<file path="config.mk">
export PLATFORM = sky130hd
export DESIGN_NAME = adc_frame_sequencer_flat
export DESIGN_NICKNAME = d
export VERILOG_FILES = /design/src/rtl/adc_frame_sequencer_if.sv /design/src/rtl/adc_frame_sequencer.sv /design/src/flat_wrapper.sv
export SDC_FILE = /design/constraint.sdc
export NUM_CORES = 1
export LEC_CHECK = 0
export ABC_AREA = 1
export CORE_AREA = 5 5 115 117
export DETAILED_ROUTE_END_ITERATION = 6
export DIE_AREA = 0 0 120 122
export PLACE_DENSITY_LB_ADDON = 0.15
export SLEW_MARGIN = 5
export SYNTH_ARGS = -nofsm -noshare
export SYNTH_HDL_FRONTEND = slang
export SYNTH_SLANG_ARGS = --single-unit
</file>
<file path="constraint.sdc">
create_clock -name wb_clk_i -period 2 [get_ports wb_clk_i]
set_input_delay 0.4 -clock wb_clk_i [delete_from_list [all_inputs] [get_ports wb_clk_i]]
set_output_delay 0.4 -clock wb_clk_i [all_outputs]
set_load 0.005 [all_outputs]
</file>
<file path="src/rtl/adc_frame_sequencer_if.sv">
// ADC front-end request/ack handshake plus the RAW register-file write port.
// The sequencer drives through 'master'; the front-end/register side uses 'slave'.
interface adc_frame_sequencer_if #(
  parameter int unsigned ADC_BITS = 24
);
  logic                adc_req;
  logic [2:0]          adc_ch;
  logic                adc_ack;
  logic [ADC_BITS-1:0] adc_data;
  logic                raw_we;
  logic [2:0]          raw_idx;
  logic [31:0]         raw_data;

  modport master (
    output adc_req, adc_ch, raw_we, raw_idx, raw_data,
    input  adc_ack, adc_data
  );

  modport slave (
    input  adc_req, adc_ch, raw_we, raw_idx, raw_data,
    output adc_ack, adc_data
  );
endinterface

</file>
<file path="src/rtl/adc_frame_sequencer.sv">
// Captures one frame of 1..8 ADC channels into the RAW slots, on software or periodic
// triggers, with per-channel timeout, dropped-trigger detection and a frame counter.
module adc_frame_sequencer #(
  parameter int unsigned ADC_BITS       = 24,
  parameter int unsigned TIMEOUT_CYCLES = 1024,
  parameter int unsigned PERIOD_W       = 16
) (
  input  logic                wb_clk_i,
  input  logic                wb_rst_ni,
  input  logic                enable_i,
  input  logic                start_i,
  input  logic                snapshot_i,
  input  logic [3:0]          num_ch_i,
  input  logic [PERIOD_W-1:0] period_i,
  input  logic                clr_err_i,
  adc_frame_sequencer_if.master bus,
  output logic                busy_o,
  output logic                frame_done_o,
  output logic [31:0]         frame_cnt_o,
  output logic                err_timeout_o,
  output logic                err_overrun_o
);

  localparam int unsigned   TmoW     = $clog2(TIMEOUT_CYCLES);
  localparam logic [TmoW-1:0] TmoLast = TmoW'(TIMEOUT_CYCLES - 1);
  localparam logic [31:0]   Sentinel = 32'h8000_0000;

  typedef enum logic [1:0] {StIdle, StReq, StWrite, StDone} state_e;

  state_e              state_q, state_d;
  logic [2:0]          ch_q, ch_d;
  logic [3:0]          n_q, n_d;
  logic [TmoW-1:0]     tmo_q, tmo_d;
  logic [31:0]         sample_q, sample_d;
  logic [PERIOD_W-1:0] per_q, per_d;
  logic [31:0]         frame_cnt_q, frame_cnt_d;
  logic                err_tmo_q, err_tmo_d;
  logic                err_ovr_q, err_ovr_d;

  logic                   per_run, per_tick, trigger, set_tmo, set_ovr;
  logic [3:0]             n_clamp;
  logic signed [ADC_BITS-1:0] adc_sample;

  assign adc_sample = bus.adc_data;
  assign n_clamp    = (num_ch_i > 4'd8) ? 4'd8 : num_ch_i;

  // Free-running interval timer; its tick is just another trigger source.
  assign per_run  = enable_i && (period_i != '0);
  assign per_tick = per_run && (per_q == period_i - PERIOD_W'(1));
  assign trigger  = enable_i && (start_i || snapshot_i || per_tick);
  assign set_ovr  = trigger && (state_q != StIdle);

  always_comb begin
    per_d = '0;
    if (per_run && !per_tick) begin
      per_d = per_q + PERIOD_W'(1);
    end
  end

  always_comb begin
    state_d  = state_q;
    ch_d     = ch_q;
    n_d      = n_q;
    tmo_d    = tmo_q;
    sample_d = sample_q;
    set_tmo  = 1'b0;

    unique case (state_q)
      StIdle: begin
        if (trigger) begin
          n_d     = n_clamp;
          ch_d    = '0;
          tmo_d   = '0;
          state_d = (n_clamp == 4'd0) ? StDone : StReq;
        end
      end
      StReq: begin
        // Losing enable abandons the frame quietly: no sentinel, no error.
        if (!enable_i) begin
          state_d = StIdle;
        end else if (bus.adc_ack) begin
          sample_d = 32'(adc_sample);
          state_d  = StWrite;
        end else if (tmo_q == TmoLast) begin
          sample_d = Sentinel;
          set_tmo  = 1'b1;
          state_d  = StWrite;
        end else begin
          tmo_d = tmo_q + TmoW'(1);
        end
      end
      StWrite: begin
        if (!enable_i) begin
          state_d = StIdle;
        end else if ({1'b0, ch_q} == (n_q - 4'd1)) begin
          state_d = StDone;
        end else begin
          ch_d    = ch_q + 3'd1;
          tmo_d   = '0;
          state_d = StReq;
        end
      end
      StDone: begin
        state_d = StIdle;
      end
      default: begin
        state_d = StIdle;
      end
    endcase
  end

  always_comb begin
    frame_cnt_d = frame_cnt_q;
    if (state_q == StDone) begin
      frame_cnt_d = frame_cnt_q + 32'd1;
    end
  end

  // A new error event in the same cycle as a clear keeps the flag set.
  always_comb begin
    err_tmo_d = err_tmo_q;
    err_ovr_d = err_ovr_q;
    if (clr_err_i) begin
      err_tmo_d = 1'b0;
      err_ovr_d = 1'b0;
    end
    if (set_tmo) begin
      err_tmo_d = 1'b1;
    end
    if (set_ovr) begin
      err_ovr_d = 1'b1;
    end
  end

  always_ff @(posedge wb_clk_i) begin
    if (!wb_rst_ni) begin
      state_q     <= StIdle;
      ch_q        <= '0;
      n_q         <= '0;
      tmo_q       <= '0;
      sample_q    <= '0;
      per_q       <= '0;
      frame_cnt_q <= '0;
      err_tmo_q   <= 1'b0;
      err_ovr_q   <= 1'b0;
    end else begin
      state_q     <= state_d;
      ch_q        <= ch_d;
      n_q         <= n_d;
      tmo_q       <= tmo_d;
      sample_q    <= sample_d;
      per_q       <= per_d;
      frame_cnt_q <= frame_cnt_d;
      err_tmo_q   <= err_tmo_d;
      err_ovr_q   <= err_ovr_d;
    end
  end

  assign bus.adc_req  = (state_q == StReq);
  assign bus.adc_ch   = (state_q == StReq) ? ch_q : 3'd0;
  assign bus.raw_we   = (state_q == StWrite);
  assign bus.raw_idx  = (state_q == StWrite) ? ch_q : 3'd0;
  assign bus.raw_data = (state_q == StWrite) ? sample_q : 32'd0;

  assign busy_o        = (state_q == StReq) || (state_q == StWrite);
  assign frame_done_o  = (state_q == StDone);
  assign frame_cnt_o   = frame_cnt_q;
  assign err_timeout_o = err_tmo_q;
  assign err_overrun_o = err_ovr_q;

endmodule
</file>
<file path="src/flat_wrapper.sv">
// flat-port wrapper written by rule: the top's interface ports become plain ports
module adc_frame_sequencer_flat 
#(
  parameter int unsigned ADC_BITS       = 24,
  parameter int unsigned TIMEOUT_CYCLES = 1024,
  parameter int unsigned PERIOD_W       = 16
)
  (wb_clk_i, wb_rst_ni, enable_i, start_i, snapshot_i, num_ch_i, period_i, clr_err_i, busy_o, frame_done_o, frame_cnt_o, err_timeout_o, err_overrun_o, bus_adc_req, bus_adc_ch, bus_raw_we, bus_raw_idx, bus_raw_data, bus_adc_ack, bus_adc_data);
  adc_frame_sequencer_if #(.ADC_BITS(ADC_BITS)) bus_i ();
  input  logic wb_clk_i;
  input  logic wb_rst_ni;
  input  logic enable_i;
  input  logic start_i;
  input  logic snapshot_i;
  input  logic [3:0] num_ch_i;
  input  logic [PERIOD_W-1:0] period_i;
  input  logic clr_err_i;
  output logic busy_o;
  output logic frame_done_o;
  output logic [31:0] frame_cnt_o;
  output logic err_timeout_o;
  output logic err_overrun_o;
  output wire logic [$bits(bus_i.adc_req)-1:0] bus_adc_req;
  output wire logic [$bits(bus_i.adc_ch)-1:0] bus_adc_ch;
  output wire logic [$bits(bus_i.raw_we)-1:0] bus_raw_we;
  output wire logic [$bits(bus_i.raw_idx)-1:0] bus_raw_idx;
  output wire logic [$bits(bus_i.raw_data)-1:0] bus_raw_data;
  input wire logic [$bits(bus_i.adc_ack)-1:0] bus_adc_ack;
  input wire logic [$bits(bus_i.adc_data)-1:0] bus_adc_data;
  assign bus_adc_req = bus_i.adc_req;
  assign bus_adc_ch = bus_i.adc_ch;
  assign bus_raw_we = bus_i.raw_we;
  assign bus_raw_idx = bus_i.raw_idx;
  assign bus_raw_data = bus_i.raw_data;
  assign bus_i.adc_ack = bus_adc_ack;
  assign bus_i.adc_data = bus_adc_data;
  adc_frame_sequencer #(.ADC_BITS(ADC_BITS), .TIMEOUT_CYCLES(TIMEOUT_CYCLES), .PERIOD_W(PERIOD_W)) u_core (.wb_clk_i(wb_clk_i), .wb_rst_ni(wb_rst_ni), .enable_i(enable_i), .start_i(start_i), .snapshot_i(snapshot_i), .num_ch_i(num_ch_i), .period_i(period_i), .clr_err_i(clr_err_i), .bus(bus_i), .busy_o(busy_o), .frame_done_o(frame_done_o), .frame_cnt_o(frame_cnt_o), .err_timeout_o(err_timeout_o), .err_overrun_o(err_overrun_o));
endmodule
</file>
==> results by group, run 1 <==
STA
  – Hold Vio Cnt, Final: 0
  – Slew HR: 0.528
  – Hold WS: 0.445 ns
  – Slew Limit Fails: 0
  – Setup Skew: 0.00654 ns
  – Fin crit period: 1.94 ns
  – Measured slew at the worst slew-check pin: 0.700 ns
  – FMAX: 516 MHz
  – Final setup fails: 0
  – Fin crit share: 0.969
  – RSZ-0062 raised after global routing: true

Synth
  – Ys Warns: 0
  – Main combinational cell family by area after synthesis: simple AND/OR/NAND/NOR gates
  – Compound-Gate Fraction of Synth Area: 0.0821
  – Post-synth cell types: 37
  – Post-synth top area share: 0.350
  – Syn Std Cell Area: 5380 sq um
  – Mux cell area share after synthesis: 0
  – Ys async rst share: 0
  – Simple-gate share of the synthesized area: 0.368
  – Synth Flop Type: dfxtp_1
  – Syn Nets: 861
  – Post-synthesis adder-cell area fraction: 0.0233
  – Yosys top cell by area: dfxtp_1
  – Synth area leaders: dfxtp_1 35%, nand2_1 16%, nor2_1 6.8%
  – #FFs+latches synth: 94
  – Sequential area share after synthesis: 0.350
  – Mean cell area of the mapped netlist: 6.73 sq um
  – Cells after Synth: 800
  – Xor/xnor share of the synthesized area: 0.0765
  – EDFF count, synth: 0

Floorplanning
  – Die height: 122 microns
  – Core Rows: 41
  – I/O Pins: 127
  – Die area: 14600 sq um
  – DIE WIDTH: 120 microns
  – Starting Density: 0.439
  – Core footprint: 12300 sq um

Setup path
  – Worst setup path class: flip-flop to output port
  – CP peak stage delay: 0.48 ns
  – Worst path top cell family by delay: buffers and inverters
  – WP data arrival: 1.54 ns
  – Worst setup SP type: flip-flop
  – Flop2flop setup slack: 0.09 ns
  – Critical-path top delay cell: clkdlybuf4s50_1
  – Cell Chain, Critical Path: inv_2 -> ha_4 -> nand2_1 -> inv_1 -> clkdlybuf4s50_1
  – CP startpoint: u_core.state_q[1]
  – Worst EP required: 1.60 ns
  – CP bufs+invs: 3
  – Worst-path maximum fanout: 5
  – Critical path capture point type: output port
  – Worst r2r src: u_core.frame_cnt_o[0]

Routing
  – Routed WL: 13800 microns
  – Residual DRC: 0
  – Post-DRT Antenna Nets: 0
  – Vias: 5364
  – DR iter-0 viols: 302
  – WL/cell: 12.2 microns
  – Vias/cell: 4.72
  – Router iterations before antenna repair: 5

Place
  – Routability Congestion: 0.864
  – Number of port buffers: 126
  – HPWL after DPL: 10000 microns
  – Area after DPL: 7210 sq um

CTS
  – CTS tree: done
  – Clk slew on worst S/H paths: 0.06 ns
  – CTS Sinks: 94
  – CTS Hold Bufs: 0
  – Maximum clock path buffer count: 2
  – Htree depth: 3
  – Num CTS Buffers: 9
  – Root buffer selected by CTS: clkbuf_16
  – Clock latency on the worst-skew pair: 0.34 ns

Final layout
  – Antenna diodes: 0
  – Post-layout util: 0.636
  – Net total in the final layout: 1042
  – Final instance area: 7800 sq um
  – Synth-to-layout area growth: 45.0%
  – Most used cells in the layout excluding fill and tap cells: 219 x nand2_1, 88 x inv_1, 88 x nor2_1
  – Commonest non-fill, non-tap cell in the layout: nand2_1
  – Layout cells sized above 1: 0.202

Global route
  – Antenna violations before repair: 0
  – GRT Total Usage: 0.186
  – Largest net degree at the start of global routing: 42
  – Vias in the first global route: 4892
  – Global-route wire length before repair: 22500 microns
  – Total gr overflow: 0

Pwr
  – Pleak: 3.41 nW
  – Pwr per Cell Area: 572 nW/um^2
  – Worst VDD drop: 390 uV

Hold path
  – Worst min-delay path category: flip-flop to flip-flop
  – Hold_sp: u_core.per_q[0]

Flow run
  – # Max-Cap Violations: 0

Outcome
  – Outcome: complete, no violations
-- where the power goes --
part / switching [mW] / internal [mW] / total [mW]
clock network: 0.698 / 1.00 / 1.70
logic: 0.419 / 0.373 / 0.792
registers: 0.0438 / 1.92 / 1.97
-- synthesized netlist by cell type (2+ instances only) --
library cell / n
nand3_1: 43
clkbuf_1: 16
xnor2_1: 15
a21oi_1: 51
nor2_1: 98
nor3b_1: 3
xor2_1: 32
nor3_2: 4
o21ai_0: 15
buf_2: 2
nor3_1: 20
inv_2: 4
inv_1: 97
nor2_2: 7
nand3_2: 11
dfxtp_1: 94
nand4_1: 7
a21oi_2: 9
a31oi_1: 4
nand2_1: 225
or2_2: 2
ha_1: 10
nand3b_1: 4
nor4_2: 2
nor2_4: 3
nand2_2: 3
buf_4: 9
-- path summary, 6_finish.rpt --
kind	endpoint	cells after the start
worst max-delay path	bus_adc_ch[0]	5
worst min-delay path	u_core.per_q[0]	1
worst min register to register	u_core.per_q[0]	1
worst max register to register	u_core.frame_cnt_o[28]	12
-- final cells by class --
class	instances	area [sq um]
Clock buffer	13	250
Clock inverter	3	43.8
Fill cell	1122	4460
Inverter	102	388
Multi-Input combinational cell	578	3230
Sequential cell	94	1900
Tap cell	150	188
Timing Repair Buffer	196	1810
-- cells by family (layout without fill, tap and decap cells) --
kind of cell | Yosys count | count (layout)
buf+inv | 130 | 314
compound gates | 80 | 80
xor+xnor | 47 | 47
flops | 94 | 94
fa+ha+maj | 10 | 10
simple gates | 439 | 441
-- per-layer routing --
layer | vias up | share of wire | track usage
met5 | - | 0 | 0
met4 | 0 | 0.014 | 0.0644
met3 | 14 | 0.063 | 0.0469
met2 | 109 | 0.46 | 0.299
met1 | 2376 | 0.46 | 0.244
li1 | 2865 | - | -
-- flip-flops by register name (all words and copies together) (netlist names) --
name / flops
u_core.per_q: 16
u_core.sample_q: 25
u_core.n_q: 4
u_core.tmo_q: 10
u_core.ch_q: 3
u_core.state_q: 2
u_core.err_overrun_o: 1
u_core.frame_cnt_o: 32
u_core.err_timeout_o: 1
-- timing repair --
action	CTS	global route
cloned	2	1
setup buffers	3	6
setup endpoints to repair	79	42
resized for setup	77	87
pin swaps	21	50
-- through the flow --
step | setup TNS [ns] | power, mW | cells | worst slack [ns]
after detailed placement | -19.69 | 2.72 | 1108 | -0.660
after global placement | -19.28 | 2.72 | 1108 | -0.639
after floorplan | 0 | 2.39 | 800 | 0.00765
after CTS | -0.119 | 4.45 | 1129 | -0.0483
final | 0 | 4.46 | 1136 | 0.0624
after global routing | -0.533 | 4.67 | 1136 | -0.0578
Note: power is estimated with default switching activity, not from simulation.
==> inputs of run 2 (changes only) <==
--- a/config.mk
+++ b/config.mk
@@ -9,7 +9,8 @@
 export CORE_AREA = 5 5 115 117
 export DETAILED_ROUTE_END_ITERATION = 6
 export DIE_AREA = 0 0 120 122
-export PLACE_DENSITY_LB_ADDON = 0.15
+export PLACE_DENSITY_LB_ADDON = 0.12
+export SETUP_SLACK_MARGIN = 0.05
 export SLEW_MARGIN = 5
 export SYNTH_ARGS = -nofsm -noshare
 export SYNTH_HDL_FRONTEND = slang
==> results by group, run 2 (synthesis results as in run 1) <==
Outcome
  – Outcome: complete, no violations

Pwr
  – Reported net switching power: 1.26 mW
  – Internal power: 3.42 mW
  – Flop pwr share: 0.421
  – Comb pwr share: 0.205
  – Power, Total: 4.69 mW
  – Clock share of power: 0.374
  – Sw frac: 0.269
  – Pwr per Cell Area: 567 nW/um^2
  – Worst VDD drop: 476 uV
  – Pleak: 3.56 nW

Final layout
  – Max reg flops: 32
  – Antenna diodes: 0
  – Layout cells sized above 1: 0.261
  – FILL cells: 1041
  – Most used cells in the layout excluding fill and tap cells: 204 x nand2_1, 87 x nor2_1, 84 x inv_1
  – Multi-input logic area: 3440 sq um
  – Net total in the final layout: 1057
  – Synth-to-layout area growth: 53.7%
  – Commonest non-fill, non-tap cell in the layout: nand2_1
  – Sequential Area: 1900 sq um

CTS
  – CTS tree: done
  – Root buffer selected by CTS: clkbuf_16
  – Clk slew on worst S/H paths: 0.06 ns
  – CTS Hold Bufs: 0
  – Num CTS Buffers: 9
  – CTS Sinks: 94
  – Clock latency on the worst-skew pair: 0.34 ns
  – Maximum clock path buffer count: 2
  – Htree depth: 3

STA
  – Measured slew at the worst slew-check pin: 0.464 ns
  – FMAX: 501 MHz
  – Fin crit period: 2.00 ns
  – Setup_tns: 0 ns
  – Slew HR: 0.690
  – Final setup fails: 0
  – Setup Skew: 0.00598 ns
  – Slew Limit Fails: 0
  – Fin crit share: 0.999
  – Hold Vio Cnt, Final: 0
  – Setup ws final: 0.00276 ns
  – RSZ-0062 raised after global routing: true

Floorplanning
  – Die height: 122 microns
  – Core footprint: 12300 sq um
  – Starting Density: 0.439
  – DIE WIDTH: 120 microns
  – I/O Pins: 127
  – Die area: 14600 sq um
  – Core Rows: 41

Place
  – Pre-CTS setup slack: -0.645 ns
  – Routability Congestion: 0.856
  – HPWL after DPL: 10800 microns
  – Number of port buffers: 126

Setup path
  – Worst EP required: 1.60 ns
  – CP peak stage delay: 0.49 ns
  – Worst setup SP type: flip-flop
  – Critical path capture point type: output port
  – Critical-path top delay cell: clkdlybuf4s50_1
  – Worst r2r src: u_core.state_q[0]
  – CP bufs+invs: 3
  – Cell Chain, Critical Path: inv_2 -> ha_4 -> nand2_1 -> inv_1 -> clkdlybuf4s50_1
  – WP data arrival: 1.60 ns
  – Worst setup path class: flip-flop to output port
  – Worst-path maximum fanout: 8
  – Worst path top cell family by delay: buffers and inverters
  – Flop2flop setup slack: 0.05 ns
  – Reg2Reg Depth: 11
  – Critical R2R Capture: u_core.frame_cnt_o[28]

Routing
  – DR iter-0 viols: 301
  – Post-DRT Antenna Nets: 0
  – Residual DRC: 0
  – Routed WL: 15900 microns
  – Vias/cell: 4.92
  – WL/cell: 13.8 microns
  – Vias: 5663
  – Router iterations before antenna repair: 6

Hold path
  – Hold Path Stages: 2
  – Hold_sp: u_core.sample_q[16]
  – Hold Crit Endpoint: u_core.sample_q[16]
  – Worst min-delay path category: flip-flop to flip-flop

Global route
  – Vias in the first global route: 5302
  – Antenna violations before repair: 0
  – Global-route wire length before repair: 23800 microns
  – Largest net degree at the start of global routing: 50
  – GRT Total Usage: 0.195
  – Total gr overflow: 0

Flow run
  – # Max-Cap Violations: 0
==> run 2: cell count changes in the layout (fill, tap and decap cells not counted), moves of 11 or more <==
| cell | before | now |
|---|---|---|
| nand2_2 | 7 | 18 |
| nand2_1 | 219 | 204 |
| dlygate4sd2_1 | 39 | 13 |
| clkdlybuf4s15_1 | 3 | 18 |
| nand3_1 | 41 | 30 |
==> run 2: worst max path at each step <==
stage	endpoint	startpoint	slack (ns)	cells after the start
global route	u_core.tmo_q[1]	period_i[1]	-0.14	18
finish	bus_adc_ch[0]	u_core.state_q[1]	0.003	5
floorplan	u_core.tmo_q[8]	period_i[0]	0.06	12
global placement	u_core.tmo_q[2]	period_i[0]	-0.61	15
CTS	bus_raw_idx[1]	u_core.state_q[0]	-0.13	6
detailed placement	u_core.tmo_q[5]	period_i[1]	-0.65	15
==> run 2: stage by stage <==
step,hold slack (ns),std cells,utilization,cell area (sq um)
after floorplan,0.440,800,-,5400
after global placement,0.447,1106,0.588,7200
after detailed placement,0.452,1106,0.588,7200
after CTS,0.463,1129,0.621,7620
after global routing,0.475,1151,0.674,8270
final,0.461,1151,0.674,8270
==> run 2: area by class of cell <==
type,instances,area share
Timing Repair Buffer,212,0.248
Sequential cell,94,0.230
Multi-Input combinational cell,577,0.415
Inverter,102,0.0472
Clock buffer,13,0.0315
Clock inverter,3,0.00514
Tap cell,150,0.0227
==> run 2: what timing repair did <==
item | 4_1_cts | 5_1_grt
pin swaps | 31 | 52
gates cloned | 1 | 5
setup buffers | 6 | 18
resized for setup | 97 | 158
endpoints found under the setup margin | 81 | 86
==> run 2: routing by layer <==
layer	GRT usage	vias up	part of all wire
li1	-	2888	-
met5	0	-	0
met3	0.0432	21	0.049
met4	0.0651	0	0.015
met2	0.338	127	0.50
met1	0.241	2627	0.43
==> run 2: tightest hold or removal path, stage by stage (launching register included) <==
cell	delay (ns)
dfxtp_1	0.31
nand2_1	0.06
a21oi_1	0.05
==> run 2: power by group through the flow <==
stage          clock network, mW  logic [mW]  registers [mW]
2_1_floorplan                  0       0.396            2.00
3_3_place_gp                   0       0.693            2.01
3_5_place_dp                   0       0.709            2.01
4_1_cts                     1.78       0.736            1.97
5_1_grt                     1.87        1.04            1.98
6_report                    1.75       0.959            1.97
